==> src/rtl/fp_square_seq_if.sv <==
// Operand/result handshake bundle for the sequential FP squarer.
// The master drives operands and consumes results; the slave is the squarer.
interface fp_square_seq_if #(
  parameter int XLEN = 32
);
  logic            in_valid;
  logic            in_ready;
  logic [XLEN-1:0] A;
  logic            out_valid;
  logic            out_ready;
  logic [XLEN-1:0] result;
  logic            overflow;
  logic            underflow;
  logic            exception;

  modport master (
    output in_valid, A, out_ready,
    input  in_ready, out_valid, result, overflow, underflow, exception
  );

  modport slave (
    input  in_valid, A, out_ready,
    output in_ready, out_valid, result, overflow, underflow, exception
  );
endinterface

==> src/rtl/fp_square_seq.sv <==
// Multi-cycle IEEE-754 single-precision squarer: radix-2 shift-add mantissa
// multiply (one product bit per cycle), RNE rounding, flush-to-zero.
module fp_square_seq #(
  parameter int XLEN = 32
) (
  input  logic            clk,
  input  logic            rst,
  fp_square_seq_if.slave  bus
);

  typedef enum logic [1:0] {IDLE, MUL, NORM, DONE} state_t;

  state_t          state;
  logic [4:0]      cnt;
  logic [7:0]      exp_q;
  logic [23:0]     mcand;
  logic [23:0]     mplier;
  logic [47:0]     prod;
  logic [XLEN-1:0] result_q;
  logic            ovf_q, unf_q, exc_q;

  logic [7:0]      a_exp;
  logic [22:0]     a_frac;
  logic            accept;
  logic            unused_sign;

  assign a_exp       = bus.A[30:23];
  assign a_frac      = bus.A[22:0];
  // The square is always non-negative, so the operand sign never matters.
  assign unused_sign = bus.A[31];
  assign accept      = bus.in_valid && (state == IDLE);

  assign bus.in_ready  = (state == IDLE);
  assign bus.out_valid = (state == DONE);
  assign bus.result    = result_q;
  assign bus.overflow  = ovf_q;
  assign bus.underflow = unf_q;
  assign bus.exception = exc_q;

  // Partial-product step: add the multiplicand into the upper half, then shift right.
  logic [24:0] step_sum;
  assign step_sum = {1'b0, prod[47:24]} + (mplier[0] ? {1'b0, mcand} : 25'd0);

  logic               n;
  logic [22:0]        frac;
  logic               guard, sticky, round_up;
  logic [23:0]        frac_rnd;
  logic signed [9:0]  er;

  always_comb begin
    // NOTE: every output of this block gets a default first so no latch is inferred.
    n      = prod[47];
    frac   = prod[45:23];
    guard  = prod[22];
    sticky = |prod[21:0];
    if (n) begin
      frac   = prod[46:24];
      guard  = prod[23];
      sticky = |prod[22:0];
    end
    round_up = guard && (sticky || frac[0]);
    frac_rnd = {1'b0, frac} + {23'd0, round_up};
    er       = $signed({1'b0, exp_q, 1'b0} - 10'd127 + {9'd0, n} + {9'd0, frac_rnd[23]});
  end

  // Control state, result and flags: these are architecturally visible after reset.
  always_ff @(posedge clk) begin
    // NOTE: sequential state uses non-blocking assignments so all registers update together.
    if (rst) begin
      state    <= IDLE;
      cnt      <= '0;
      result_q <= '0;
      ovf_q    <= 1'b0;
      unf_q    <= 1'b0;
      exc_q    <= 1'b0;
    end else begin
      case (state)
        IDLE: begin
          if (bus.in_valid) begin
            if (a_exp == 8'hFF) begin
              state    <= DONE;
              result_q <= (a_frac != 23'd0) ? 32'h7FC0_0000 : 32'h7F80_0000;
              ovf_q    <= 1'b0;
              unf_q    <= 1'b0;
              exc_q    <= 1'b1;
            end else if (a_exp == 8'h00) begin
              state    <= DONE;
              result_q <= '0;
              ovf_q    <= 1'b0;
              unf_q    <= 1'b0;
              exc_q    <= 1'b0;
            end else begin
              state <= MUL;
              cnt   <= '0;
            end
          end
        end
        MUL: begin
          cnt <= cnt + 5'd1;
          if (cnt == 5'd23) state <= NORM;
        end
        NORM: begin
          state <= DONE;
          exc_q <= 1'b0;
          if (er >= 10'sd255) begin
            result_q <= 32'h7F80_0000;
            ovf_q    <= 1'b1;
            unf_q    <= 1'b0;
          end else if (er <= 10'sd0) begin
            result_q <= '0;
            ovf_q    <= 1'b0;
            unf_q    <= 1'b1;
          end else begin
            result_q <= {1'b0, er[7:0], frac_rnd[22:0]};
            ovf_q    <= 1'b0;
            unf_q    <= 1'b0;
          end
        end
        DONE: begin
          if (bus.out_ready) state <= IDLE;
        end
        default: state <= IDLE;
      endcase
    end
  end

  // NOTE: the multiplier datapath has no reset; it is fully reloaded on every accept.
  always_ff @(posedge clk) begin
    if (accept) begin
      exp_q  <= a_exp;
      mcand  <= {1'b1, a_frac};
      mplier <= {1'b1, a_frac};
      prod   <= '0;
    end else if (state == MUL) begin
      prod   <= {step_sum, prod[23:1]};
      mplier <= {1'b0, mplier[23:1]};
    end
  end

endmodule
==> src/flat_wrapper.sv <==
// flat-port wrapper written by rule: the top's interface ports become plain ports
module fp_square_seq_flat 
#(
  parameter int XLEN = 32
)
  (clk, rst, bus_in_valid, bus_A, bus_out_ready, bus_in_ready, bus_out_valid, bus_result, bus_overflow, bus_underflow, bus_exception);
  fp_square_seq_if #(.XLEN(XLEN)) bus_i ();
  input  logic clk;
  input  logic rst;
  input wire logic [$bits(bus_i.in_valid)-1:0] bus_in_valid;
  input wire logic [$bits(bus_i.A)-1:0] bus_A;
  input wire logic [$bits(bus_i.out_ready)-1:0] bus_out_ready;
  output wire logic [$bits(bus_i.in_ready)-1:0] bus_in_ready;
  output wire logic [$bits(bus_i.out_valid)-1:0] bus_out_valid;
  output wire logic [$bits(bus_i.result)-1:0] bus_result;
  output wire logic [$bits(bus_i.overflow)-1:0] bus_overflow;
  output wire logic [$bits(bus_i.underflow)-1:0] bus_underflow;
  output wire logic [$bits(bus_i.exception)-1:0] bus_exception;
  assign bus_i.in_valid = bus_in_valid;
  assign bus_i.A = bus_A;
  assign bus_i.out_ready = bus_out_ready;
  assign bus_in_ready = bus_i.in_ready;
  assign bus_out_valid = bus_i.out_valid;
  assign bus_result = bus_i.result;
  assign bus_overflow = bus_i.overflow;
  assign bus_underflow = bus_i.underflow;
  assign bus_exception = bus_i.exception;
  fp_square_seq #(.XLEN(XLEN)) u_core (.clk(clk), .rst(rst), .bus(bus_i));
endmodule
==> config.mk <==
export PLATFORM = sky130hd
export DESIGN_NAME = fp_square_seq_flat
export DESIGN_NICKNAME = d
export VERILOG_FILES = /design/src/rtl/fp_square_seq_if.sv /design/src/rtl/fp_square_seq.sv /design/src/flat_wrapper.sv
export SDC_FILE = /design/constraint.sdc
export NUM_CORES = 1
export LEC_CHECK = 0
export BUFFER_PORTS_ARGS = -buffer_cell sky130_fd_sc_hd__buf_2
export CAP_MARGIN = 0
export CORE_MARGIN = 2
export CORE_UTILIZATION = 42
export CTS_BUF_LIST = sky130_fd_sc_hd__clkbuf_8
export DETAILED_ROUTE_END_ITERATION = 12
export PLACE_DENSITY = 0.62
export SKIP_CTS_REPAIR_TIMING = 1
export SLEW_MARGIN = 0
export SYNTH_ARGS = -nofsm -noshare
export SYNTH_HDL_FRONTEND = slang
export SYNTH_SLANG_ARGS = --single-unit
==> constraint.sdc <==
create_clock -name clk -period 3.85 [get_ports clk]
set_clock_uncertainty 0.15 [all_clocks]
set_input_delay 0.77 -clock clk [delete_from_list [all_inputs] [get_ports clk]]
set_output_delay 0.77 -clock clk [all_outputs]
set_load 0.05 [all_outputs]
==> key figures <==
Run status
  – Status: finished, final reports clean

Clocking
  – Clk buf depth: 2
  – H-tree depth: 4
  – Clock transition at path regs: 0.09 ns
  – Clk Latency, worst-skew pair: around 0.46 ns
  – CTS buffer count: 17
  – Root Driver: clkbuf_8
  – Clock net sink count: 144
  – CTS tree: yes

Pwr
  – Comb power frac: 0.428
  – Seq pwr share: 0.357
  – Clk pwr share: 0.215
  – Internal power: 0.003803 W
  – Switch share: 0.4062
  – Worst vdd ir: 0.0003906 V
  – Switching power: 0.002602 W
  – PD cells: 672.6 mW/mm2
  – P_leak: 3.893 nW

Synth
  – Xor and xnor area share after synthesis: 0.03052
  – Mux cell area share after synthesis: 0.05443
  – Mapped Area: 0.008322 mm2
  – Post-synthesis cell type count: 85
  – Synth area leader: dfxtp_1
  – Ys async rst share: 0
  – Largest family of logic cells by synthesized area: simple AND/OR/NAND/NOR gates
  – Post-Synth Simple-Gate Area: 0.2201
  – Cells after Synth: 915
  – Synth Flop Type: dfxtp_1
  – Yosys Warn Count: 0
  – Synth Area in Adders: 0.05052
  – Average cell area after synthesis: 9.095 um2
  – Seq/Total Area, Yosys: 0.4114
  – Post-synth EDFFs: 54
  – Net Count, Synth: 984
  – Area share of the largest cell type after synthesis: 0.2165
  – Synth Area in Compound Gates: 0.1929
  – Largest cells by area after synthesis: dfxtp_1, edfxtp_1, nand2_1
  – Flops & latches, synth: 144

Placement
  – Final Wtd Congestion: 0.9051
  – Placed Area: between 0.009 and 0.01 mm2
  – # port buffers: 70
  – Hpwl dp: 13.67 mm

Route
  – Avg Vias per Cell: between 5 and 6
  – WL per Instance: 14.85 um
  – Routed WL: 18.94 mm
  – DR iter-0 viols: 432
  – Vias: 6849
  – Antenna Nets Post-Route: 0
  – DRC: 0
  – DRT Pass-1 Iters: 5

Setup path
  – Critical Path End Type: flip-flop
  – Critical path cell sequence: buf_4 -> mux2_4 -> and2_1 -> and3_1 -> nand3_1 -> ha_1 -> inv_1 -> ha_1 -> or3b_2 -> mux2i_1 -> o21ai_0 -> a211oi_2 -> or3_4 -> buf_12 -> o31ai_2
  – CP max stage cell: or3b_2
  – CP Buf/Inv Count: 3
  – CP top delay family: simple AND/OR/NAND/NOR gates
  – Critical path class: flip-flop to flip-flop
  – CP peak stage delay: around 0.45 ns
  – Most used cell, CP: ha_1
  – Worst Path Arrival: 3.73 ns
  – Startpoint types: flip-flop
  – Top fanout value on the critical path: 15
  – Req. time, crit path: 4.03 ns

Global routing
  – Number of global-route vias before repair: 6114
  – First-pass GRT wire length: between 30 and 40 mm
  – Gr busiest metal: met1
  – All-Layer GR Usage: 0.1864
  – Initial antenna violation count: 0
  – M1 GR Usage: 0.2883
  – GRT met2 Usage: 0.2584
  – Largest net degree at the start of global routing: 89
  – GRT overflow: 0
  – Routing usage on met3: 0.04344

Floorplan
  – Initial core utilization: 0.4276
  – Boundary Pins: between 70 and 80
  – Die W: 144.8 um
  – Core Area: 0.01946 mm2
  – Total die area: 0.02096 mm2
  – Die H: 144.8 um
  – Site Rows: 51

Cells and area
  – Commonest non-fill, non-tap cell in the layout: nand2_1
  – Area occupied by multi-input gates: 0.004584 mm2
  – Nets: approximately 1100
  – Fillcell total: 1925
  – Fraction of layout cells with a size suffix above 1: 0.1891
  – Ant diodes: 0
  – FF/Latch Area: about 0.0034 mm2
  – Final Instance Area: between 0.009 and 0.01 mm2
  – P&R area growth vs syn: 14.45%
  – Most frequent cells in the layout: nand2_1, dfxtp_1, buf_2

STA
  – Slew Viols, Final: 0
  – Worst-Margin Slew: 0.9998 ns
  – RSZ-0062 raised after global routing: no
  – F_max: about 0.28 GHz
  – Rel. slew slack: 0.3310
  – Minimum clock period: 3.553 ns
  – Worst Hold Slack: 0.3066 ns
  – Fin crit share: 0.9230
  – Final Hold Vio Count: 0
  – Post-Route Setup TNS: 0 ns
  – Setup violations, final: 0

Hold path
  – Min-Delay Path Class: flip-flop to flip-flop

Flow run
  – MaxCap Viol Count: 0
cells in the mapped netlist, drive strengths merged (9+ instances only):
master  count
o21a       10
xnor2      22
and2       37
nand3      16
o211ai     11
nand2     163
o31ai      14
edfxtp     54
nor2       63
a211oi     17
a21oi      54
clkbuf     30
nor3       11
dfxtp      90
inv        22
mux2i      37
a311o       9
nand4      10
and3        9
nor4       16
buf        15
ha         32
o21ai      48
final cells by class:
class,count,area share
Clock buffer,18,0.02601
Clock inverter,14,0.02141
Inverter,22,0.008671
Multi-Input combinational cell,704,0.4813
Sequential cell,144,0.3597
Tap cell,265,0.03481
Timing Repair Buffer,108,0.06805
registers in the layout, indices dropped and copies added, names as in the netlist:
register and cells:
u_core.bus.overflow 1, u_core.mplier 24, u_core.bus.underflow 1, u_core.mcand 23, u_core.bus.result 31, u_core.state 2
u_core.exp_q 8, u_core.cnt 5, u_core.prod 48, u_core.bus.exception 1
cell families after synthesis:
group | after synthesis
AND/OR/NAND/NOR | 374
AO/OA/AOI/OAI | 223
flip-flops | 144
buffers and inverters | 67
multiplexers | 44
adder cells (fa/ha/maj) | 33
XOR/XNOR | 29
other | 1
path summary, 6_finish.rpt:
kind,startpoint,slack (ns),endpoint,cells after the start
max,u_core.prod[47],0.30,u_core.bus.result[4],15
min,u_core.bus.result[1],0.31,u_core.bus.result[1],2
max reg2reg,u_core.prod[47],0.30,u_core.bus.result[4],15
min reg2reg,u_core.bus.result[1],0.31,u_core.bus.result[1],2
power groups by stage:
stage | logic (W) | clock network [W] | registers [W]
after floorplan | 0.00195 | 0 | 0.00238
after global placement | 0.00271 | 0 | 0.00230
after detailed placement | 0.00272 | 0 | 0.00232
after CTS | 0.00273 | 0.00142 | 0.00228
after global routing | 0.00307 | 0.00148 | 0.00234
final | 0.00274 | 0.00138 | 0.00229
worst reg2reg max path: stages, from the launching register on:
cell and delay, ns:
dfxtp_2 0.36, buf_4 0.22, mux2_4 0.33, and2_1 0.15, and3_1 0.17, nand3_1 0.11
ha_1 0.17, inv_1 0.05, ha_1 0.31, or3b_2 0.45, mux2i_1 0.13, o21ai_0 0.11
a211oi_2 0.25, or3_4 0.22, buf_12 0.17, o31ai_2 0.08
per-stage QoR:
| stage | utilization | instances | setup slack [ns] | total power, W |
|---|---|---|---|---|
| after floorplan | - | 915 | 0.2960 | 0.004339 |
| after global placement | 0.4642 | 1240 | 0.2599 | 0.005012 |
| after detailed placement | 0.4642 | 1240 | 0.2019 | 0.005036 |
| after CTS | 0.4874 | 1272 | 0.1891 | 0.006434 |
| after global routing | 0.4894 | 1275 | 0.003261 | 0.006883 |
| final | 0.4894 | 1275 | 0.2966 | 0.006406 |
layer usage:
layer | vias up | wire, um
li1 | 3511 | -
met1 | 3149 | 10060
met2 | 173 | 7737
met3 | 16 | 955
met4 | 0 | 182
met5 | - | 0
Power figures use the tool's default switching activity.
